===== src/rtl/shift_arbiter_pkg.sv =====
// Shared ALU constants: op encodings and default datapath widths.
package shift_arbiter_pkg;

  localparam int unsigned DATA_W_DEFAULT  = 32;
  localparam int unsigned SHAMT_W_DEFAULT = 5;

  typedef enum logic {
    OP_SLL = 1'b0,
    OP_SRA = 1'b1
  } shift_op_e;

endpackage : shift_arbiter_pkg


===== src/rtl/shift_arbiter_shift_core.sv =====
// Combinational log-stage barrel shifter covering SLL and SRA.
module shift_core
  import shift_arbiter_pkg::*;
#(
  parameter int unsigned DATA_W  = DATA_W_DEFAULT,
  parameter int unsigned SHAMT_W = SHAMT_W_DEFAULT
) (
  input  logic [DATA_W-1:0]  data,
  input  logic [SHAMT_W-1:0] shamt,
  input  logic               op,
  output logic [DATA_W-1:0]  result
);

  logic              sign;
  logic [DATA_W-1:0] stage [0:SHAMT_W];

  assign sign     = data[DATA_W-1];
  assign stage[0] = data;

  // Stage s shifts by 2**s when shamt[s] is set; SRA fills with the original sign bit.
  for (genvar s = 0; s < SHAMT_W; s++) begin : g_stage
    localparam int unsigned AMT = 1 << s;
    logic [DATA_W-1:0] shifted;

    // Select the fixed-distance shift for this stage.
    always_comb begin
      if (op == OP_SRA) begin
        shifted = {{AMT{sign}}, stage[s][DATA_W-1:AMT]};
      end else begin
        shifted = {stage[s][DATA_W-1-AMT:0], {AMT{1'b0}}};
      end
    end

    assign stage[s+1] = shamt[s] ? shifted : stage[s];
  end

  assign result = stage[SHAMT_W];

endmodule : shift_core


===== src/rtl/shift_arbiter.sv =====
// Two-requester round-robin arbiter in front of a shared shifter with a
// single registered result slot.
module shift_arbiter
  import shift_arbiter_pkg::*;
#(
  parameter int unsigned DATA_W  = DATA_W_DEFAULT,
  parameter int unsigned SHAMT_W = SHAMT_W_DEFAULT
) (
  input  logic               clock,
  input  logic               reset,
  input  logic               req0_valid,
  output logic               req0_ready,
  input  logic [DATA_W-1:0]  req0_data,
  input  logic [SHAMT_W-1:0] req0_shamt,
  input  logic               req0_op,
  input  logic               req1_valid,
  output logic               req1_ready,
  input  logic [DATA_W-1:0]  req1_data,
  input  logic [SHAMT_W-1:0] req1_shamt,
  input  logic               req1_op,
  output logic               resp_valid,
  input  logic               resp_ready,
  output logic [DATA_W-1:0]  resp_data,
  output logic               resp_id
);

  logic               prio;
  logic               grant;
  logic               slot_free;
  logic               accept;
  logic [DATA_W-1:0]  sel_data;
  logic [SHAMT_W-1:0] sel_shamt;
  logic               sel_op;
  logic [DATA_W-1:0]  shift_result;

  assign slot_free = !resp_valid || resp_ready;

  // Grant: sole valid requester wins; on contention the priority pointer decides.
  always_comb begin
    grant = 1'b0;
    if (req0_valid && req1_valid) begin
      grant = prio;
    end else if (req1_valid) begin
      grant = 1'b1;
    end
  end

  // Readys depend only on valids, prio and the result slot, never on datapath values.
  always_comb begin
    req0_ready = !reset && slot_free && req0_valid && (grant == 1'b0);
    req1_ready = !reset && slot_free && req1_valid && (grant == 1'b1);
    accept     = req0_ready || req1_ready;
  end

  // Steer the granted requester's operands into the shared shifter.
  always_comb begin
    sel_data  = grant ? req1_data  : req0_data;
    sel_shamt = grant ? req1_shamt : req0_shamt;
    sel_op    = grant ? req1_op    : req0_op;
  end

  shift_core #(
    .DATA_W  (DATA_W),
    .SHAMT_W (SHAMT_W)
  ) u_shift_core (
    .data   (sel_data),
    .shamt  (sel_shamt),
    .op     (sel_op),
    .result (shift_result)
  );

  // Result register and priority pointer; a new acceptance overrides a drain.
  always_ff @(posedge clock) begin
    if (reset) begin
      resp_valid <= 1'b0;
      resp_data  <= '0;
      resp_id    <= 1'b0;
      prio       <= 1'b0;
    end else if (accept) begin
      resp_valid <= 1'b1;
      resp_data  <= shift_result;
      resp_id    <= grant;
      prio       <= ~grant;
    end else if (resp_ready) begin
      resp_valid <= 1'b0;
    end
  end

endmodule : shift_arbiter


===== config.mk =====
export PLATFORM = sky130hd
export DESIGN_NAME = shift_arbiter
export DESIGN_NICKNAME = d
export VERILOG_FILES = /design/src/rtl/shift_arbiter_pkg.sv /design/src/rtl/shift_arbiter_shift_core.sv /design/src/rtl/shift_arbiter.sv
export SDC_FILE = /design/constraint.sdc
export NUM_CORES = 1
export LEC_CHECK = 0
export BUFFER_PORTS_ARGS = -buffer_cell sky130_fd_sc_hd__buf_2
export CORE_AREA = 4 4 106 108
export CTS_CLUSTER_DIAMETER = 120
export DETAILED_ROUTE_END_ITERATION = 10
export DIE_AREA = 0 0 110 112
export PLACE_DENSITY = 0.86
export SLEW_MARGIN = 30
export SYNTH_ARGS = -nofsm -noshare
export SYNTH_HDL_FRONTEND = slang
export SYNTH_HIERARCHICAL = 1
export SYNTH_SLANG_ARGS = --single-unit

===== constraint.sdc =====
create_clock -name clock -period 9.62 [get_ports clock]
set_input_delay 2.405 -clock clock [delete_from_list [all_inputs] [get_ports clock]]
set_output_delay 2.405 -clock clock [all_outputs]
set_load 0.01 [all_outputs]

# Word level (Yosys, flattened, before mapping)
# Index checks and enable logic that the tools add are counted.
# classes
n_mux	17
bitwise_logic	1
reduce_logical	11
# ops
cell	count
two-way mux 32 bit	11
logical AND 1 bit	6
two-way mux 1 bit	5
two-way mux 5 bit	1
zero test 1 bit	2
logical OR 1 bit	2
nonzero test 2 bit	1
NOT 1 bit	1
# totals
reg_bits	35
in_bits	81
out_inout_bits	36
word_cells	33

# Logic depth before layout (Yosys ltp)
# logic_depth
depth_word	13
ltp_mapped	17
mapped_depth_nobuf	11

# By module
# Netlist, hierarchy kept.
# modules_own_cells
module	instances	cells_each	area_each_um2	seq_area_each_um2
shift_core	1	651	4439.3	0.0
shift_arbiter	1	209	1946.9	700.7

# Worst setup path after synthesis
# OpenSTA, ideal clock, no wires.
# synth_path
path_type	input to output
from	in resp_ready
to	out req0_ready
t_arrival_ns	3.167
required_ns	7.215
slack_ns	4.048
cell_stages	3
path_buffers	1
path_cell_list	nor2b_1 > buf_2 > a2111oi_0
# synth_between
elab_chain_len	4
# synth_lines
item	line_no	text
start, declared	shift_arbiter.sv:22	input logic resp_ready,
logical OR 1 bit	shift_arbiter.sv:36	assign slot_free = !resp_valid || resp_ready;
logical AND 1 bit (3 in a row)	shift_arbiter.sv:50	req0_ready = !reset && slot_free && req0_valid && (grant == 1'b0);
end, declared	shift_arbiter.sv:12	output logic req0_ready,
# No other way between the ends.

# Final worst setup path
# layout_path
from	in req0_valid
to	reg resp_data[27]
# layout_between
elab_cells_between_ends	20
cone_classes	14 x mux; 1 x bitwise; 5 x reduce/logical
# layout_rtl
item	line_no	text
start, declared	shift_arbiter.sv:11	input logic req0_valid,
logical AND 1 bit (*)	shift_arbiter.sv:41	if (req0_valid && req1_valid) begin
two-way mux 1 bit (*)	shift_arbiter.sv:41	
two-way mux 5 bit (*)	shift_arbiter.sv:58	sel_shamt = grant ? req1_shamt : req0_shamt;
named net sel_shamt[0]	shift_arbiter.sv:32	logic [SHAMT_W-1:0] sel_shamt;
two-way mux 32 bit (*)	shift_arbiter_shift_core.sv:34	assign stage[s+1] = shamt[s] ? shifted : stage[s];
two-way mux 32 bit	shift_arbiter_shift_core.sv:27	if (op == OP_SRA) begin
two-way mux 32 bit (*)	shift_arbiter_shift_core.sv:34	
two-way mux 32 bit	shift_arbiter_shift_core.sv:27	
two-way mux 32 bit (*)	shift_arbiter_shift_core.sv:34	
two-way mux 32 bit	shift_arbiter_shift_core.sv:27	
two-way mux 32 bit (*)	shift_arbiter_shift_core.sv:34	
two-way mux 32 bit	shift_arbiter_shift_core.sv:27	
two-way mux 32 bit (*)	shift_arbiter_shift_core.sv:34	
named net shift_result[27]	shift_arbiter.sv:34	logic [DATA_W-1:0] shift_result;
end signal, assigned	shift_arbiter.sv:81	resp_data <= shift_result;
end, declared	shift_arbiter.sv:23	output logic [DATA_W-1:0] resp_data,
# The timed path passes the listed nets; every way through them passes the cells marked *.
# A chain may end at the register's enable or synchronous reset.

==> results.md <==
* Outcome: finished, final reports clean
* Ys async rst share at 0
* Hold Vio Cnt, Final at 0
* Post-synth EDFFs at 0
* Die area at 12320 um2
* Largest net degree at the start of global routing at 74
* Design area at 6740 um2
* CTS max path bufs at 2
* Pwr Density at 126.8 nW/um2
* DRC viols at 0
* # diodes at 0
* Lkg Pwr at 2.888 nW
* Worst hold path type: reg -> reg
* Initial antenna violation count at 1
* H-tree depth at 2
* Placement-stage cell area at 6635 um2
* Via-to-Cell Ratio at 7.514
* # resized after CTS at 0
* Routed wl met2 at 9856 um
* Yosys reg bits at 35
* Starting Density at 0.6242
* RePlAce Congestion at 1.080
* CP cell instances: buf_2 > inv_2 > o21ai_4 > buf_4 > mux2_4 > buf_4 > mux2_2 > mux2_2 > mux4_2 > a211oi_1 > o221ai_1 > nand4_1 > nand2_1
* Sw Pwr at 424.2 uW
* Main synth FF type: dfxtp_1
* Area grow syn2layout at 5.545%
* R2r setup slk at 5130 ps
* Worst-Skew Late Latency at 300 ps
* Post-layout min period at 6358 ps
* Worst vdd ir at 0.00009274 V
* Pre-antenna DRT Iters at 8
* DP Worst Slack at 3014 ps
* # hold bufs at CTS at 0
* WS Path Type: in -> reg
* CP Launch Type: input pin
* CTS tree: built
* Share of cells above drive strength 1 at 0.2508
* Reg clk slew, reported paths at 80 ps
* Hold Startpoint: resp_data[22]$_SDFFE_PP0P_
* Syn_nets at 941
* Power Total at 854.5 uW
* Routed met1 length at 8906 um
* Fillers at 944
* Met3 routed WL at 3346 um
* Slew margin rel. at 0.2993
* Slowest stage delay, CP at 840 ps
* FMAX at 157.3 MHz
* Post-layout util at 0.6588
* Vias in the first global route at 6985
* GR Overflow Total at 0
* Combinational Power Share at 0.651
* Routed WL per cell at 22.90 um
* Die X at 110 um
* Register share of total power at 0.204
* Worst Path Buf+Inv at 4
* Avg Cell Area, Syn at 7.426 um2
* Clock tree root driver cell: clkbuf_8
* CTS Buf Count at 5
* CP Capture Type: flop
* RSZ-0062 raised after global routing: false
* Synth Cell Area at 6386 um2
* PortBufs at 116
* Reg2reg path depth at 11
* Worst-path maximum fanout at 72
* # Post-CTS Setup Buffers at 0
* Cells after Synth at 860
* Final WS setup at 3262 ps
* Tcrit/Tclk final at 0.6609
* Crit path DAT at 6550 ps
* DP Cell Count at 1021
* HPWL Detailed at 16500 um
* Die height at 112 um
* Non-Filler Instances at 1029
* Largest delay share family, worst path: multiplexers
* Total Nets Final at 973
* First-pass GRT wire length at 36950 um
* Post-synthesis sequential area ratio at 0.1097
* Worst Hold Path Cells at 2
* Warnings from Yosys at 6
* CP required at 9820 ps
* Endpoints failing setup at 0
* RR Startpoint: prio$_SDFFE_PP0P_
* Core Footprint at 10230 um2
* Switching part of the total at 0.4964
* Clock skew at 6.367 ps
* Clk sinks at 35
* Internal power at 430.3 uW
* Hold slack final at 491.1 ps
* DRT iter0 DRCs at 1508
* Max-cap violations at 0
* Worst slew pin tran at 1047 ps
* Netlist cell types at 70
* Total track usage at 0.3730
* Reg-to-reg endpoint: resp_data[27]$_SDFFE_PP0P_
* # rows at 37
* DR vias at 7732
* Routed Antenna Nets at 0
* Total wire length at 23570 um
* Clock group share of total power at 0.146
* I/O pin count at 117
* Sum Neg Setup Slack at 0 ps
* Final Max Slew Viols at 0
* Slowest cell on the critical path: mux2_4
* Worst hold endpoint: resp_data[22]$_SDFFE_PP0P_
* Top sig layer: met5
## power groups by stage
stage               clock network, mW  registers, mW  logic, mW
finish                          0.124          0.174      0.556
global route                    0.132          0.176      0.588
CTS                             0.122          0.173      0.529
detailed placement                  0          0.176      0.527
global placement                    0          0.176      0.523
floorplan                           0          0.183      0.395
## flip-flops by register name, summed over array words and instances, names as in the netlist
register    flops
prio            1
resp_id         1
resp_valid      1
resp_data      32
## Yosys cell counts (8+ instances only)
master	n	area, um2
a211o_1	8	70.07
a211oi_1	26	195.2
a211oi_2	14	175.2
a21oi_1	41	205.2
a221oi_1	9	78.83
a31oi_1	8	50.05
buf_1	9	33.78
buf_2	22	110.1
buf_4	11	82.58
buf_6	12	135.1
clkbuf_1	41	153.9
dfxtp_1	35	700.7
inv_1	8	30.03
mux2_2	42	473.0
mux2_4	9	135.1
mux2i_1	73	730.7
mux4_2	10	225.2
nand2_1	86	322.8
nand2b_1	13	81.33
nand3_1	10	50.05
nand4_1	33	206.5
nor2_1	89	334.1
nor3_1	24	120.1
o211ai_1	45	337.8
o21ai_0	30	150.1
o22ai_1	21	131.4
o31ai_1	8	60.06
## cell usage in the layout, fill, tap and decap left out, types with 4 or more instances in the layout
master / netlist / final
a221oi_1: 9 / 9
o21a_1: 6 / 6
a211o_1: 8 / 8
o32a_1: 4 / 4
o21ai_0: 30 / 30
o211a_1: 7 / 7
mux2i_1: 73 / 73
nor3_1: 24 / 24
o211ai_1: 45 / 45
a21o_1: 7 / 7
o311ai_0: 6 / 6
nand2b_1: 13 / 13
a31oi_1: 8 / 8
dfxtp_1: 35 / 35
and2_1: 6 / 6
a211oi_2: 14 / 14
clkbuf_8: 0 / 7
inv_1: 8 / 7
o221ai_1: 5 / 5
mux4_2: 10 / 10
a22oi_1: 4 / 4
a21oi_1: 41 / 41
o21ai_1: 5 / 5
nor2_1: 89 / 88
nor4_1: 6 / 6
a211oi_1: 26 / 26
o31ai_1: 8 / 8
nand3_1: 10 / 10
buf_2: 22 / 116
o32ai_1: 5 / 5
nor2b_1: 5 / 4
mux2_2: 42 / 41
nand4_1: 33 / 33
nand2_1: 86 / 86
o22ai_1: 21 / 21
buf_4: 11 / 7
mux2_4: 9 / 10
## worst reg2reg max path: stages, from the launching register on
cell      delay, ps
dfxtp_1         370
o21ai_4         150
buf_4           450
mux2_4          850
buf_4           730
mux2_2          450
mux2_2          270
mux4_2          530
a211oi_1        270
o221ai_1        140
nand4_1         100
nand2_1          70
## logic make-up after synthesis
| logic type | count (synthesis) | synth area share |
|---|---|---|
| simple gates | 283 | 0.2022 |
| flops | 35 | 0.1097 |
| mux | 134 | 0.2449 |
| compound gates | 298 | 0.3468 |
| buf+inv | 110 | 0.09639 |
## final cells by class
class,instances,area [um2],area share
Multi-Input combinational cell,715,5086,0.7546
Sequential cell,35,700.7,0.1040
Timing Repair Buffer,123,633.1,0.09393
Tap cell,136,170.2,0.02525
Clock buffer,7,96.34,0.01429
Inverter,12,46.29,0.006868
Clock inverter,1,7.507,0.001114
## metal layers
layer / GRT usage / vias up
li1: - / 3390
met1: 0.5281 / 3461
met2: 0.5299 / 725
met3: 0.08406 / 154
met4: 0.1737 / 2
met5: 0 / -
## worst max path at each step
stage               start  slack (ps)  cells past startpoint                         end
3_5_place_dp   req0_valid        3010                     13  resp_data[27]$_SDFFE_PP0P_
2_1_floorplan  resp_ready        4050                      3                  req0_ready
4_1_cts        req0_valid        3320                     13  resp_data[27]$_SDFFE_PP0P_
3_3_place_gp   req0_valid        3100                     13  resp_data[27]$_SDFFE_PP0P_
5_1_grt        req0_valid        3000                     14  resp_data[18]$_SDFFE_PP0P_
6_report       req0_valid        3260                     13  resp_data[27]$_SDFFE_PP0P_
Note: power is estimated with default switching activity, not from simulation.
